[config.mk]
export PLATFORM = sky130hd
export DESIGN_NAME = inverse_butterfly_unit
export DESIGN_NICKNAME = d
export VERILOG_FILES = /design/src/rtl/fft_pkg.sv /design/src/rtl/fft_shared_mult.sv /design/src/rtl/inverse_butterfly_unit.sv
export SDC_FILE = /design/constraint.sdc
export NUM_CORES = 1
export LEC_CHECK = 0
export ABC_CLOCK_PERIOD_IN_PS = 12300
export CAP_MARGIN = 25
export CORE_UTILIZATION = 60
export CTS_CLUSTER_DIAMETER = 50
export DETAILED_ROUTE_END_ITERATION = 8
export GPL_TIMING_DRIVEN = 0
export PLACE_DENSITY = 0.82
export SLEW_MARGIN = 5
export SYNTH_ARGS = -nofsm -noshare
export SYNTH_HDL_FRONTEND = slang
export SYNTH_SLANG_ARGS = --single-unit
[constraint.sdc]
create_clock -name clk -period 12.3 [get_ports clk]
set_clock_uncertainty 0.2 [all_clocks]
set_input_delay 2.46 -clock clk [delete_from_list [all_inputs] [get_ports clk]]
set_output_delay 2.46 -clock clk [all_outputs]
set_load 0.005 [all_outputs]
[src/rtl/fft_pkg.sv]
`default_nettype none
// ============================================================================
// Package  : fft_pkg
// Brief    : Shared types and helpers for the radix-2 FFT/IFFT butterflies.
// Revision : 1.0 - initial release
// ============================================================================
package fft_pkg;

    localparam int c_DEFAULT_WIDTH = 16;
    localparam int c_H             = c_DEFAULT_WIDTH / 2;

    typedef enum logic [2:0] {
        ST_IDLE = 3'd0,
        ST_M0   = 3'd1,
        ST_M1   = 3'd2,
        ST_M2   = 3'd3,
        ST_M3   = 3'd4,
        ST_OUT  = 3'd5
    } bfly_state_t;

    typedef enum logic [1:0] {
        OP_DR_WR = 2'd0,
        OP_DI_WI = 2'd1,
        OP_DI_WR = 2'd2,
        OP_DR_WI = 2'd3
    } mult_op_t;

    typedef enum logic [1:0] {
        ACC_HOLD = 2'd0,
        ACC_LOAD = 2'd1,
        ACC_ADD  = 2'd2,
        ACC_SUB  = 2'd3
    } acc_mode_t;

    typedef enum logic {
        ACC_RE = 1'b0,
        ACC_IM = 1'b1
    } acc_sel_t;

    // Clip a signed value to the range of an h-bit two's complement half.
    function automatic logic signed [63:0] sat_half(input logic signed [63:0] value,
                                                    input int h);
        logic signed [63:0] hi;
        logic signed [63:0] lo;
        hi = (64'sd1 <<< (h - 1)) - 64'sd1;
        lo = -(64'sd1 <<< (h - 1));
        if (value > hi)
            return hi;
        else if (value < lo)
            return lo;
        else
            return value;
    endfunction

    // Sign-extended real half (bits [h-1:0]) of a packed complex word.
    function automatic logic signed [63:0] unpack_re(input logic [63:0] pk, input int h);
        logic [63:0] v;
        v = pk << (64 - h);
        return $signed(v) >>> (64 - h);
    endfunction

    // Sign-extended imaginary half (bits [2h-1:h]) of a packed complex word.
    function automatic logic signed [63:0] unpack_im(input logic [63:0] pk, input int h);
        logic [63:0] v;
        v = pk << (64 - 2 * h);
        return $signed(v) >>> (64 - h);
    endfunction

    function automatic logic [63:0] pack_halves(input logic [63:0] re,
                                                input logic [63:0] im,
                                                input int h);
        logic [63:0] mask;
        mask = (64'd1 << h) - 64'd1;
        return ((im & mask) << h) | (re & mask);
    endfunction

endpackage
`default_nettype wire

[src/rtl/fft_shared_mult.sv]
`default_nettype none
// ============================================================================
// Module   : fft_shared_mult
// Brief    : One signed multiplier over registered D/W operands feeding two
//            accumulators with load/add/sub control.
// Revision : 1.0 - initial release
// ============================================================================
module fft_shared_mult
    import fft_pkg::*;
#(
    parameter int HALF  = c_H,
    parameter int ACC_W = 2 * HALF + 2
) (
    input  logic                    clk,
    input  logic                    rst,
    input  logic                    i_load_ops,
    input  logic signed [HALF:0]    i_d_re,
    input  logic signed [HALF:0]    i_d_im,
    input  logic signed [HALF-1:0]  i_w_re,
    input  logic signed [HALF-1:0]  i_w_im,
    input  mult_op_t                i_op_sel,
    input  acc_sel_t                i_acc_sel,
    input  acc_mode_t               i_acc_mode,
    output logic signed [ACC_W-1:0] o_acc_re_next,
    output logic signed [ACC_W-1:0] o_acc_im_next
);

    logic signed [HALF:0]    r_d_re;
    logic signed [HALF:0]    r_d_im;
    logic signed [HALF-1:0]  r_w_re;
    logic signed [HALF-1:0]  r_w_im;
    logic signed [ACC_W-1:0] r_acc_re;
    logic signed [ACC_W-1:0] r_acc_im;

    logic signed [HALF:0]    w_op_d;
    logic signed [HALF-1:0]  w_op_w;
    logic signed [ACC_W-1:0] w_prod;
    logic signed [ACC_W-1:0] w_acc_cur;
    logic signed [ACC_W-1:0] w_acc_new;

    always_comb begin
        w_op_d = r_d_re;
        w_op_w = r_w_re;
        case (i_op_sel)
            OP_DI_WI: begin
                w_op_d = r_d_im;
                w_op_w = r_w_im;
            end
            OP_DI_WR: begin
                w_op_d = r_d_im;
                w_op_w = r_w_re;
            end
            OP_DR_WI: begin
                w_op_d = r_d_re;
                w_op_w = r_w_im;
            end
            default: ;
        endcase
    end

    // Operands widened to the accumulator width so a -1.0 twiddle cannot overflow.
    assign w_prod = ACC_W'(w_op_d) * ACC_W'(w_op_w);

    always_comb begin
        w_acc_cur     = (i_acc_sel == ACC_IM) ? r_acc_im : r_acc_re;
        w_acc_new     = w_acc_cur;
        o_acc_re_next = r_acc_re;
        o_acc_im_next = r_acc_im;
        case (i_acc_mode)
            ACC_LOAD: w_acc_new = w_prod;
            ACC_ADD:  w_acc_new = w_acc_cur + w_prod;
            ACC_SUB:  w_acc_new = w_acc_cur - w_prod;
            default:  w_acc_new = w_acc_cur;
        endcase
        if (i_acc_sel == ACC_IM)
            o_acc_im_next = w_acc_new;
        else
            o_acc_re_next = w_acc_new;
    end

    always_ff @(posedge clk or posedge rst) begin
        if (rst) begin
            r_d_re   <= '0;
            r_d_im   <= '0;
            r_w_re   <= '0;
            r_w_im   <= '0;
            r_acc_re <= '0;
            r_acc_im <= '0;
        end else begin
            if (i_load_ops) begin
                r_d_re <= i_d_re;
                r_d_im <= i_d_im;
                r_w_re <= i_w_re;
                r_w_im <= i_w_im;
            end
            r_acc_re <= o_acc_re_next;
            r_acc_im <= o_acc_im_next;
        end
    end

endmodule
`default_nettype wire

[src/rtl/inverse_butterfly_unit.sv]
`default_nettype none
// ============================================================================
// Module   : inverse_butterfly_unit
// Brief    : Radix-2 DIF inverse butterfly: (A+B)/2^S and (A-B)*conj(W)/2^S,
//            one shared multiplier over four cycles, valid/ready on both sides.
// Revision : 1.0 - initial release
// ============================================================================
module inverse_butterfly_unit
    import fft_pkg::*;
#(
    parameter int WIDTH = c_DEFAULT_WIDTH,
    parameter int SCALE = 1
) (
    input  logic             clk,
    input  logic             reset,
    input  logic             in_valid,
    output logic             in_ready,
    input  logic [WIDTH-1:0] input1,
    input  logic [WIDTH-1:0] input2,
    input  logic [WIDTH-1:0] twiddle,
    output logic             out_valid,
    input  logic             out_ready,
    output logic [WIDTH-1:0] output1,
    output logic [WIDTH-1:0] output2,
    output logic             out_sat
);

    localparam int c_HALF  = WIDTH / 2;
    localparam int c_SW    = c_HALF + 1;
    localparam int c_ACC_W = 2 * c_HALF + 2;
    localparam int c_SHIFT = c_HALF - 1 + SCALE;

    bfly_state_t r_state;
    bfly_state_t w_state_next;

    logic                      w_capture;
    logic                      w_result_load;
    mult_op_t                  w_op_sel;
    acc_sel_t                  w_acc_sel;
    acc_mode_t                 w_acc_mode;

    logic signed [63:0]        w_a_re, w_a_im, w_b_re, w_b_im, w_t_re, w_t_im;
    logic signed [c_HALF:0]    w_d_re, w_d_im;
    logic signed [c_HALF-1:0]  w_w_re, w_w_im;
    logic signed [c_SW-1:0]    r_s_re, r_s_im;

    logic signed [c_ACC_W-1:0] w_acc_re_next, w_acc_im_next;
    logic signed [c_ACC_W-1:0] w_re_shift, w_im_shift;
    logic signed [c_SW-1:0]    w_s_re_shift, w_s_im_shift;
    logic signed [63:0]        w_re_wide, w_im_wide;
    logic signed [63:0]        w_o2_re, w_o2_im, w_o1_re, w_o1_im;
    logic                      w_clip;

    assign w_a_re = unpack_re(64'(input1), c_HALF);
    assign w_a_im = unpack_im(64'(input1), c_HALF);
    assign w_b_re = unpack_re(64'(input2), c_HALF);
    assign w_b_im = unpack_im(64'(input2), c_HALF);
    assign w_t_re = unpack_re(64'(twiddle), c_HALF);
    assign w_t_im = unpack_im(64'(twiddle), c_HALF);

    assign w_d_re = c_SW'(w_a_re - w_b_re);
    assign w_d_im = c_SW'(w_a_im - w_b_im);
    assign w_w_re = c_HALF'(w_t_re);
    assign w_w_im = c_HALF'(w_t_im);

    always_ff @(posedge clk or posedge reset) begin
        if (reset)
            r_state <= ST_IDLE;
        else
            r_state <= w_state_next;
    end

    always_comb begin
        w_state_next  = r_state;
        in_ready      = 1'b0;
        out_valid     = 1'b0;
        w_capture     = 1'b0;
        w_result_load = 1'b0;
        w_op_sel      = OP_DR_WR;
        w_acc_sel     = ACC_RE;
        w_acc_mode    = ACC_HOLD;
        case (r_state)
            ST_IDLE: begin
                in_ready = 1'b1;
                if (in_valid) begin
                    w_capture    = 1'b1;
                    w_state_next = ST_M0;
                end
            end
            ST_M0: begin
                w_op_sel     = OP_DR_WR;
                w_acc_mode   = ACC_LOAD;
                w_state_next = ST_M1;
            end
            ST_M1: begin
                w_op_sel     = OP_DI_WI;
                w_acc_mode   = ACC_ADD;
                w_state_next = ST_M2;
            end
            ST_M2: begin
                w_op_sel     = OP_DI_WR;
                w_acc_sel    = ACC_IM;
                w_acc_mode   = ACC_LOAD;
                w_state_next = ST_M3;
            end
            ST_M3: begin
                w_op_sel      = OP_DR_WI;
                w_acc_sel     = ACC_IM;
                w_acc_mode    = ACC_SUB;
                w_result_load = 1'b1;
                w_state_next  = ST_OUT;
            end
            ST_OUT: begin
                out_valid = 1'b1;
                if (out_ready)
                    w_state_next = ST_IDLE;
            end
            default: w_state_next = ST_IDLE;
        endcase
    end

    fft_shared_mult #(
        .HALF  (c_HALF),
        .ACC_W (c_ACC_W)
    ) u_mult (
        .clk           (clk),
        .rst           (reset),
        .i_load_ops    (w_capture),
        .i_d_re        (w_d_re),
        .i_d_im        (w_d_im),
        .i_w_re        (w_w_re),
        .i_w_im        (w_w_im),
        .i_op_sel      (w_op_sel),
        .i_acc_sel     (w_acc_sel),
        .i_acc_mode    (w_acc_mode),
        .o_acc_re_next (w_acc_re_next),
        .o_acc_im_next (w_acc_im_next)
    );

    // The imaginary accumulator finishes on the same edge the result is
    // registered, so the output stage works from the next-state values.
    assign w_re_shift   = w_acc_re_next >>> c_SHIFT;
    assign w_im_shift   = w_acc_im_next >>> c_SHIFT;
    assign w_re_wide    = 64'(w_re_shift);
    assign w_im_wide    = 64'(w_im_shift);
    assign w_o2_re      = sat_half(w_re_wide, c_HALF);
    assign w_o2_im      = sat_half(w_im_wide, c_HALF);
    assign w_clip       = (w_o2_re != w_re_wide) || (w_o2_im != w_im_wide);

    assign w_s_re_shift = r_s_re >>> SCALE;
    assign w_s_im_shift = r_s_im >>> SCALE;
    assign w_o1_re      = sat_half(64'(w_s_re_shift), c_HALF);
    assign w_o1_im      = sat_half(64'(w_s_im_shift), c_HALF);

    always_ff @(posedge clk or posedge reset) begin
        if (reset) begin
            r_s_re  <= '0;
            r_s_im  <= '0;
            output1 <= '0;
            output2 <= '0;
            out_sat <= 1'b0;
        end else begin
            if (w_capture) begin
                r_s_re <= c_SW'(w_a_re + w_b_re);
                r_s_im <= c_SW'(w_a_im + w_b_im);
            end
            if (w_result_load) begin
                output1 <= WIDTH'(pack_halves(w_o1_re, w_o1_im, c_HALF));
                output2 <= WIDTH'(pack_halves(w_o2_re, w_o2_im, c_HALF));
                out_sat <= w_clip;
            end
        end
    end

endmodule
`default_nettype wire
==> summary.txt <==
Synthesis
  – Sequential share of the synthesized area: 28.13%
  – Area of the mapped netlist: 10850 um2
  – Multiplexer share of the synthesized area: 2.421%
  – Post-synth ARST share: 100.0%
  – Syn_area_per_cell: 8.284 um2
  – Nets in the synthesized netlist: 1512
  – Cells after Synth: 1310
  – Yosys reg bits: 122
  – Synth area leaders: dfrtp_1 (28%), fa_1 (12%), ha_1 (9.7%), nand2_1 (9.4%), inv_1 (5.3%)
  – Top FF cell, synth: dfrtp_1
  – Post-synthesis compound-gate area fraction: 15.89%
  – Area leader, netlist: dfrtp_1
  – Largest family of logic cells by synthesized area: adder cells
  – Yosys top cell area share: 28.13%
  – Synth Area in XOR/XNOR: 6.007%
  – Adder-Cell Fraction of Synth Area: 21.86%
  – Ys Warns: 0
  – Number of flops mapped to enable cells by yosys: 0
  – Netlist cell types: 67
  – Simple-gate share of the synthesized area: 18.55%

Route
  – # DRC: 0
  – Antenna Nets Post-Route: 0
  – DRT iter0 DRCs: 896
  – Routed vias/inst: 5.809
  – Vias: 9626
  – Post-Route WL: 29.61 mm
  – DR pass1 iterations: 8
  – Drt wl/cell: 17.87 um

Placement
  – Port Buffers: 86
  – Routability cong.: 0.9573
  – Half-perimeter wire length after placement: 22.98 mm
  – DP Area: 12040 um2
  – DP Worst Slack: 1563 ps

Clock tree
  – Htree depth: 4
  – Clock buffer depth: 2
  – Clock tree from TritonCTS: yes
  – CTS Buf Count: 17
  – Total setup buffers inserted after CTS: 0
  – Clk pin slew, worst setup/hold paths: 60 ps
  – Clock root buffer master: clkbuf_16
  – Worst skew pair latency: 420 ps
  – PostCTS Resize Cnt: 0
  – CTS Hold Bufs: 0
  – Clk sinks: 122

Die
  – Core area: 17480 um2
  – Horiz. Die Dim: 136.5 um
  – Die area: 18630 um2
  – Initial Utilization: 62.09%
  – IO Count: 87
  – Rows: 48
  – Die height: 136.5 um

Timing
  – Tmin final: 10960 ps
  – Pins Over Slew Limit: 0
  – Final period utilization: 89.10%
  – Setup Total Neg Slack: 0 ps
  – Slew headroom: 28.13%
  – Peak Freq: 91.25 MHz
  – Transition time at the pin with the least slew margin: 1048 ps
  – Fin. Hold Viols: 0
  – RSZ-0062 raised after global routing: no
  – Setup violators final: 0
  – Final worst setup slack: 1341 ps

Critical path
  – Worst Setup Start Kind: flip-flop
  – Arrival time worst endpoint: 11060 ps
  – Critical path capture point type: flip-flop
  – CP max stage cell: mux2i_1
  – Worst-path maximum fanout: 10
  – Kind of critical path: reg2reg
  – Worst R2R Setup Slack: 1340 ps
  – WP data required: 12400 ps
  – Max incr delay on CP: 880 ps

Min path
  – Hold crit path type: reg2reg

Cells and area
  – Ant. Diodes: 0
  – Area delta synth->final: 16.74%
  – Layout cells sized above 1: 4.749%
  – Nets: 1621
  – Final Cell Area: 12670 um2

Global route
  – Largest net degree at the start of global routing: 65
  – Vias in the first global route: 9532
  – Antenna violations before repair: 0
  – First-pass GRT wire length: 47.34 mm
  – Gr usage total: 33.41%
  – Remaining Overflow, GRT: 0

Flow run
  – Max cap viols: 0

Outcome
  – Status: finished clean
final timing paths:
path                                  from               end  depth (start not counted)
worst max-delay path            r_state[1]           out_sat                         35
worst min-delay path             r_s_re[2]        output1[1]                          2
worst max register to register  r_state[1]           out_sat                         35
worst min register to register   r_s_re[2]        output1[1]                          2
max in group asynchronous            reset  u_mult.r_w_re[7]                          3
min in group asynchronous            reset        output2[9]                          2
cells by family (layout without fill, tap and decap cells):
logic type               count (synthesis)  count (layout)
XOR/XNOR                                72              72
multiplexers                            26              26
AND/OR/NAND/NOR                        481             481
flip-flops                             122             122
buffers and inverters                  198             320
adder cells (fa/ha/maj)                150             150
AO/OA/AOI/OAI                          261             261
per-stage QoR:
step | util [%] | instances | hold slack (ps)
floorplan | - | 1310 | 238.0
global placement | 68.63 | 1621 | 248.0
detailed placement | 68.89 | 1624 | 251.3
CTS | 72.44 | 1656 | 273.0
global route | 72.49 | 1657 | 296.2
finish | 72.49 | 1657 | 272.3
Yosys cell counts, types with 10 or more instances:
| cell type | count |
|---|---|
| nor3_1 | 11 |
| nand2b_1 | 19 |
| or2_2 | 12 |
| o21bai_1 | 14 |
| dfrtp_1 | 122 |
| nor2_1 | 124 |
| xor2_1 | 16 |
| xnor2_1 | 54 |
| ha_1 | 84 |
| a21o_1 | 14 |
| nand2_1 | 271 |
| mux2i_1 | 24 |
| clkbuf_1 | 39 |
| fa_1 | 66 |
| inv_1 | 153 |
| o21ai_0 | 82 |
| a21oi_1 | 54 |
| a31oi_1 | 10 |
worst max-delay path: cells and delay by family, from the launching register on:
kind	cells	cell delay (ps)
AO/OA/AOI/OAI	11	2640
flip-flops	1	460
AND/OR/NAND/NOR	7	1900
adder cells (fa/ha/maj)	7	2990
XOR/XNOR	2	570
buffers and inverters	7	1210
multiplexers	1	880
registers in the layout, indices dropped and copies added (netlist names):
name,count
u_mult.r_d_re,9
u_mult.r_acc_re,18
output1,16
u_mult.r_w_re,8
r_s_im,8
r_state,3
u_mult.r_acc_im,18
r_s_re,8
out_sat,1
u_mult.r_d_im,9
output2,16
u_mult.r_w_im,8
metal layers:
layer / GRT usage [%] / wire (um) / vias to the layer above
met2: 55.81 / 14250 / 410
met4: 16.11 / 1203 / 0
met5: 0 / 0 / -
li1: - / - / 4516
met1: 41.47 / 12020 / 4603
met3: 6.376 / 2139 / 97
layout by cell type (no fill, tap or decap), drive strengths merged, types with 4 or more instances in the layout:
master,synthesis,routed
a21o,14,14
o21a,7,7
nor3,11,11
nor2b,9,9
o211ai,8,8
nand2b,19,19
dfrtp,122,122
o21bai,15,15
o22a,9,9
xnor2,54,54
o31ai,6,6
xor2,17,17
and3,4,4
nor2,125,125
mux2i,24,24
or3,9,9
ha,84,84
clkdlybuf4s50,0,86
clkbuf,42,60
buf,3,7
a211oi,9,9
a31oi,11,11
nand2,271,271
fa,66,66
a221oi,4,4
o21ai,84,84
a221o,6,6
inv,153,160
and2,5,5
o221ai,5,5
a21oi,54,54
or2,12,12
nand3,4,4
o22ai,8,8
cell type report:
type / count / area, um2
sequential: 122 / 3053
clock buffer: 18 / 439.2
inverter: 153 / 579.3
buffer: 45 / 200.2
fill: 1366 / 4808
timing repair buffer: 90 / 908.4
multi-input combinational: 990 / 7024
clock inverter: 14 / 182.7
tap: 225 / 281.5
Power is not shown: default switching activity piles up to over one toggle a cycle in this logic, so the estimate is an artifact.
